<file path="config.mk">
export PLATFORM = sky130hd
export DESIGN_NAME = decoder_scan_ctrl
export DESIGN_NICKNAME = d
export VERILOG_FILES = /design/src/rtl/decoder_scan_ctrl.sv
export SDC_FILE = /design/constraint.sdc
export NUM_CORES = 1
export LEC_CHECK = 0
export ABC_CLOCK_PERIOD_IN_PS = 10400
export BUFFER_PORTS_ARGS = -buffer_cell sky130_fd_sc_hd__buf_2
export CORE_ASPECT_RATIO = 0.75
export CORE_MARGIN = 2
export CORE_UTILIZATION = 65
export CTS_BUF_LIST = sky130_fd_sc_hd__clkbuf_8 sky130_fd_sc_hd__clkbuf_16
export CTS_CLUSTER_SIZE = 24
export DETAILED_ROUTE_END_ITERATION = 7
export PLACE_DENSITY = 0.83
export SLEW_MARGIN = 20
export SYNTH_ARGS = -nofsm -noshare
export SYNTH_HDL_FRONTEND = slang
export SYNTH_SLANG_ARGS = --single-unit
</file>
<file path="constraint.sdc">
create_clock -name iClk -period 10.4 [get_ports iClk]
set_clock_uncertainty 0.1 [all_clocks]
set_input_delay 0.52 -clock iClk [delete_from_list [all_inputs] [get_ports iClk]]
set_output_delay 0.52 -clock iClk [all_outputs]
set_load 0.1 [all_outputs]
</file>
<file path="src/rtl/decoder_scan_ctrl.sv">
// Scan sequencer for a 3-8 decoder: walks digits 0..7 over iMask, DIV on / BLANK off.
// Ports: iClk, iRst (sync, high), iRun, iMask[7:0] -> oSel[2:0], oEna[1:0], oTick, oWrap.
module decoder_scan_ctrl #(
  parameter int DIV   = 4,
  parameter int BLANK = 2,
  parameter int CNT_W = 17
) (
  input  logic       iClk,
  input  logic       iRst,
  input  logic       iRun,
  input  logic [7:0] iMask,
  output logic [2:0] oSel,
  output logic [1:0] oEna,
  output logic       oTick,
  output logic       oWrap
);

  typedef enum logic [1:0] {
    ST_IDLE,
    ST_SHOW,
    ST_BLANK
  } state_t;

  localparam logic [CNT_W-1:0] DIV_LAST = CNT_W'(DIV - 1);
  localparam logic [CNT_W-1:0] BLK_LAST = CNT_W'(BLANK - 1);

  state_t           r_state;
  logic [CNT_W-1:0] r_cnt;
  logic [2:0]       r_sel;
  logic [1:0]       r_ena;
  logic             r_tick;
  logic             r_wrap;

  logic             w_go;
  logic [2:0]       w_from;
  logic [2:0]       w_next;

  // First set bit strictly after cur, searching cyclically.
  function automatic logic [2:0] f_next(
    input logic [7:0] m,
    input logic [2:0] cur
  );
    logic [2:0] idx;
    logic       found;
    f_next = cur;
    found  = 1'b0;
    for (int k = 1; k <= 8; k++) begin
      idx = cur + 3'(k);
      if (!found && m[idx]) begin
        f_next = idx;
        found  = 1'b1;
      end
    end
  endfunction

  assign w_go   = iRun && (iMask != 8'h00);
  // Searching after 7 yields the lowest set bit.
  assign w_from = (r_state == ST_IDLE) ? 3'd7 : r_sel;
  assign w_next = f_next(iMask, w_from);

  always_ff @(posedge iClk) begin
    if (iRst) begin
      r_state <= ST_IDLE;
      r_cnt   <= '0;
      r_sel   <= 3'd0;
      r_ena   <= 2'b00;
      r_tick  <= 1'b0;
      r_wrap  <= 1'b0;
    end else begin
      r_tick <= 1'b0;
      r_wrap <= 1'b0;
      unique case (r_state)
        ST_IDLE: begin
          r_ena <= 2'b00;
          if (w_go) begin
            r_sel   <= w_next;
            r_state <= ST_SHOW;
            r_cnt   <= '0;
            r_tick  <= 1'b1;
            r_ena   <= 2'b10;
          end
        end
        ST_SHOW: begin
          if (r_cnt == DIV_LAST) begin
            r_state <= ST_BLANK;
            r_cnt   <= '0;
            r_ena   <= 2'b00;
          end else begin
            r_cnt <= r_cnt + CNT_W'(1);
          end
        end
        ST_BLANK: begin
          if (r_cnt == BLK_LAST) begin
            r_cnt <= '0;
            if (w_go) begin
              r_sel   <= w_next;
              r_state <= ST_SHOW;
              r_tick  <= 1'b1;
              r_wrap  <= (w_next <= r_sel);
              r_ena   <= 2'b10;
            end else begin
              r_state <= ST_IDLE;
            end
          end else begin
            r_cnt <= r_cnt + CNT_W'(1);
          end
        end
        default: begin
          r_state <= ST_IDLE;
          r_cnt   <= '0;
          r_ena   <= 2'b00;
        end
      endcase
    end
  end

  assign oSel  = r_sel;
  assign oEna  = r_ena;
  assign oTick = r_tick;
  assign oWrap = r_wrap;

endmodule

</file>
==> results.json <==
{
  "outcome": "finished clean",
  "cpMostUsedCell": "sky130_fd_sc_hd__ha_1",
  "post_syn_nets": 302,
  "initial_util_pct": 66.5,
  "yosys-top-cells-area": "sky130_fd_sc_hd__dfxtp_1 (21%), sky130_fd_sc_hd__mux4_2 (6.6%), sky130_fd_sc_hd__nor2_1 (5.5%)",
  "globalRouteTotalUtil_pct": 27.9,
  "antenna_found_initial": 0,
  "post_dp_cell_area_um2": 2450,
  "post_synth_fa_ha_maj_area_fraction_pct": 5.24,
  "max_slew.worst_pin.slew_ns": 0.791,
  "area_delta_synth_final_pct": 4.82,
  "timing.hold.worst.class": "flop to flop",
  "cts-hold-fix-buffers": 0,
  "achievable-frequency_ghz": 0.222,
  "clk_path_buf_depth": 2,
  "drc": 0,
  "worst_slew_margin_rel_pct": 47.2,
  "ys_dominant_reg_cell": "sky130_fd_sc_hd__dfxtp_1",
  "period_minus_slack_ns": 4.51,
  "share_of_cell_area_taken_by_muxes_after_synthesis_pct": 16.9,
  "cts-buffers-inserted": 3,
  "synth_top_family_by_area": "simple AND/OR/NAND/NOR gates",
  "fin_tns_setup_ns": 0,
  "slew_viol_final": 0,
  "synth_simple_gate_area_share_pct": 23.0,
  "placeableCoreArea_um2": 3590,
  "yosys.area.top_type_share_pct": 21.0,
  "placement.io_buffers": 16,
  "cts_tree": "done",
  "slowest_delay_ns": 0.65,
  "antenna_cells_inserted": 0,
  "hold_viol": 0,
  "synth_commonest_cells": "sky130_fd_sc_hd__nor2_1 (35), sky130_fd_sc_hd__dfxtp_1 (25), sky130_fd_sc_hd__nand2_1 (18)",
  "max_cap_violations": 0,
  "number_of_gates_resized_after_cts": 0,
  "final_net_count": 311,
  "wirelength_routed_mm": 5.49,
  "sequential_share_of_the_synthesized_area_pct": 21.0,
  "wl_per_cell_um": 16.1,
  "cellPowerDensity_nw_per_um2": 264,
  "firstDrtPassIters": 4,
  "syn_inst": 281,
  "boundaryPins": 18,
  "postSynthAreaPerCell_um2": 8.49,
  "final_util_pct": 69.7,
  "fill_cells": 284,
  "initialDrtViolationCount": 198,
  "synth_xor_area_share_pct": 7.66,
  "insertion_delay_ns": 0.27,
  "synth.most_common_cell": "sky130_fd_sc_hd__nor2_1",
  "timing.critical_path.max_delay_family": "adder cells",
  "cp_data_required_time_ns": 10.48,
  "path_class": "flop to flop",
  "cts_htree_levels": 1,
  "clock_transition_at_the_registers_of_the_reported_paths_ns": 0.09,
  "design_area_um2": 2500,
  "synth_edf_count": 0,
  "cp_slowest_cell": "sky130_fd_sc_hd__ha_1",
  "gp_congestion": 0.962,
  "drt.antenna.violating_nets": 0,
  "timing.final.crit_share_pct": 43.3,
  "die-height_um": 56.5,
  "drive_above_1_share_pct": 17.6,
  "cts_root_buffer": "sky130_fd_sc_hd__clkbuf_8",
  "floorplan.die.width_um": 74.0,
  "ys.warnings.count": 0,
  "vias": 2135,
  "max-vdd-ir-drop_uv": 164,
  "floorplan.rows": 19,
  "synth.ff_latch_count": 25,
  "netlist_area_um2": 2390,
  "route.detailed.vias_per_inst": 6.26,
  "synth_compound_area_share_pct": 20.3,
  "critical_path.cell_chain": "inv_1, ha_1, nor2_4, inv_2, ha_1, inv_1, mux4_2, a211oi_2, o22ai_1, a2111oi_2, nor2_1, ha_1, a21oi_1, a31oi_1, nor4_1",
  "power.static_leakage_nw": 0.950,
  "grt_max_degree": 25,
  "cp.arrival_ns": 4.59,
  "cts_num_sinks": 25,
  "grt.overflow.total": 0,
  "setup_viol": 0,
  "path_buf_inv": 3,
  "floorplan.die_area_um2": 4180,
  "grt_pass1_vias": 1848,
  "synthDominantAreaCellType": "sky130_fd_sc_hd__dfxtp_1",
  "synth_unique_cells": 61,
  "postCtsSetupRepairBufs": 0,
  "critical_path.startpoint_type": "flop",
  "cp_max_fo": 21,
  "grt_pass1_wl_mm": 9.17,
  "unrepaired_setup_endpoints_after_global_routing": "no",
  "synth-async-reset-ratio_pct": 0,
  "setup.worst_path.end_class": "flop",
  "dp_hpwl_mm": 4.20
}
## final cells by class
| cell class | instances | area (um^2) | share of cell area, % |
|---|---|---|---|
| Inverter | 14 | 52.6 | 2.10 |
| Timing Repair Buffer | 17 | 87.6 | 3.50 |
| Clock inverter | 1 | 5.00 | 0.200 |
| Clock buffer | 3 | 41.3 | 1.65 |
| Tap cell | 52 | 65.1 | 2.60 |
| Sequential cell | 25 | 500 | 20.0 |
| Multi-Input combinational cell | 229 | 1750 | 69.9 |
## path summary, 6_finish.rpt
| check | start | end | slack (ns) | cells past startpoint |
|---|---|---|---|---|
| worst min-delay path | oEna[1]$_SDFFE_PP0P_ | oEna[1]$_SDFFE_PP0P_ | 0.38 | 2 |
| worst min register to register | oEna[1]$_SDFFE_PP0P_ | oEna[1]$_SDFFE_PP0P_ | 0.38 | 2 |
| worst max register to register | r_state[1]$_SDFFE_PP0P_ | oWrap$_SDFF_PP0_ | 5.89 | 15 |
| worst max-delay path | r_state[1]$_SDFFE_PP0P_ | oWrap$_SDFF_PP0_ | 5.89 | 15 |
## stage by stage
| stage | power, mW | setup slack (ns) | hold WS (ns) | cells |
|---|---|---|---|---|
| 2_1_floorplan | 0.523 | 6.42 | 0.380 | 281 |
| 3_3_place_gp | 0.588 | 6.23 | 0.370 | 337 |
| 3_5_place_dp | 0.594 | 5.95 | 0.378 | 337 |
| 4_1_cts | 0.651 | 5.97 | 0.390 | 341 |
| 5_1_grt | 0.709 | 5.63 | 0.412 | 341 |
| 6_report | 0.661 | 5.89 | 0.383 | 341 |
## metal layers
metal / track usage (%) / share of wire [%] / up-vias
met1: 46.9 / 49 / 973
met4: 7.01 / 0.93 / 0
met5: 0 / 0 / -
met2: 36.0 / 41 / 93
li1: - / - / 1063
met3: 4.13 / 8.8 / 6
## tightest hold or removal path, cell delays in order, from the launching register on
cell and delay (ns):
sky130_fd_sc_hd__dfxtp_1 0.32, sky130_fd_sc_hd__o21ai_0 0.06, sky130_fd_sc_hd__a21oi_1 0.06
## cells by family after synthesis
logic type      after synthesis
mux                          30
fa+ha+maj                    10
other cells                   1
simple gates                103
buf+inv                      27
compound gates               65
xor+xnor                     20
flops                        25
## cell usage in the layout (no fill, tap or decap), types with 8 or more instances in the layout
cell / instances
sky130_fd_sc_hd__nor2_1: 35
sky130_fd_sc_hd__xor2_1: 9
sky130_fd_sc_hd__mux2i_1: 11
sky130_fd_sc_hd__mux2_2: 11
sky130_fd_sc_hd__ha_1: 10
sky130_fd_sc_hd__nand3_1: 8
sky130_fd_sc_hd__xnor2_1: 10
sky130_fd_sc_hd__inv_1: 12
sky130_fd_sc_hd__nand2_1: 18
sky130_fd_sc_hd__dfxtp_1: 25
sky130_fd_sc_hd__o21ai_0: 12
sky130_fd_sc_hd__a21oi_1: 9
sky130_fd_sc_hd__buf_2: 16
## flip-flops by register name (all words and copies together), names as in the netlist
register,count
r_cnt,17
oSel,3
r_state,2
oEna,1
oTick,1
oWrap,1
## power breakdown
| group | switching, mW | internal (mW) |
|---|---|---|
| sequential | 0.0267 | 0.104 |
| clock | 0.0302 | 0.0268 |
| combinational | 0.286 | 0.187 |
Power figures use the tool's default switching activity.
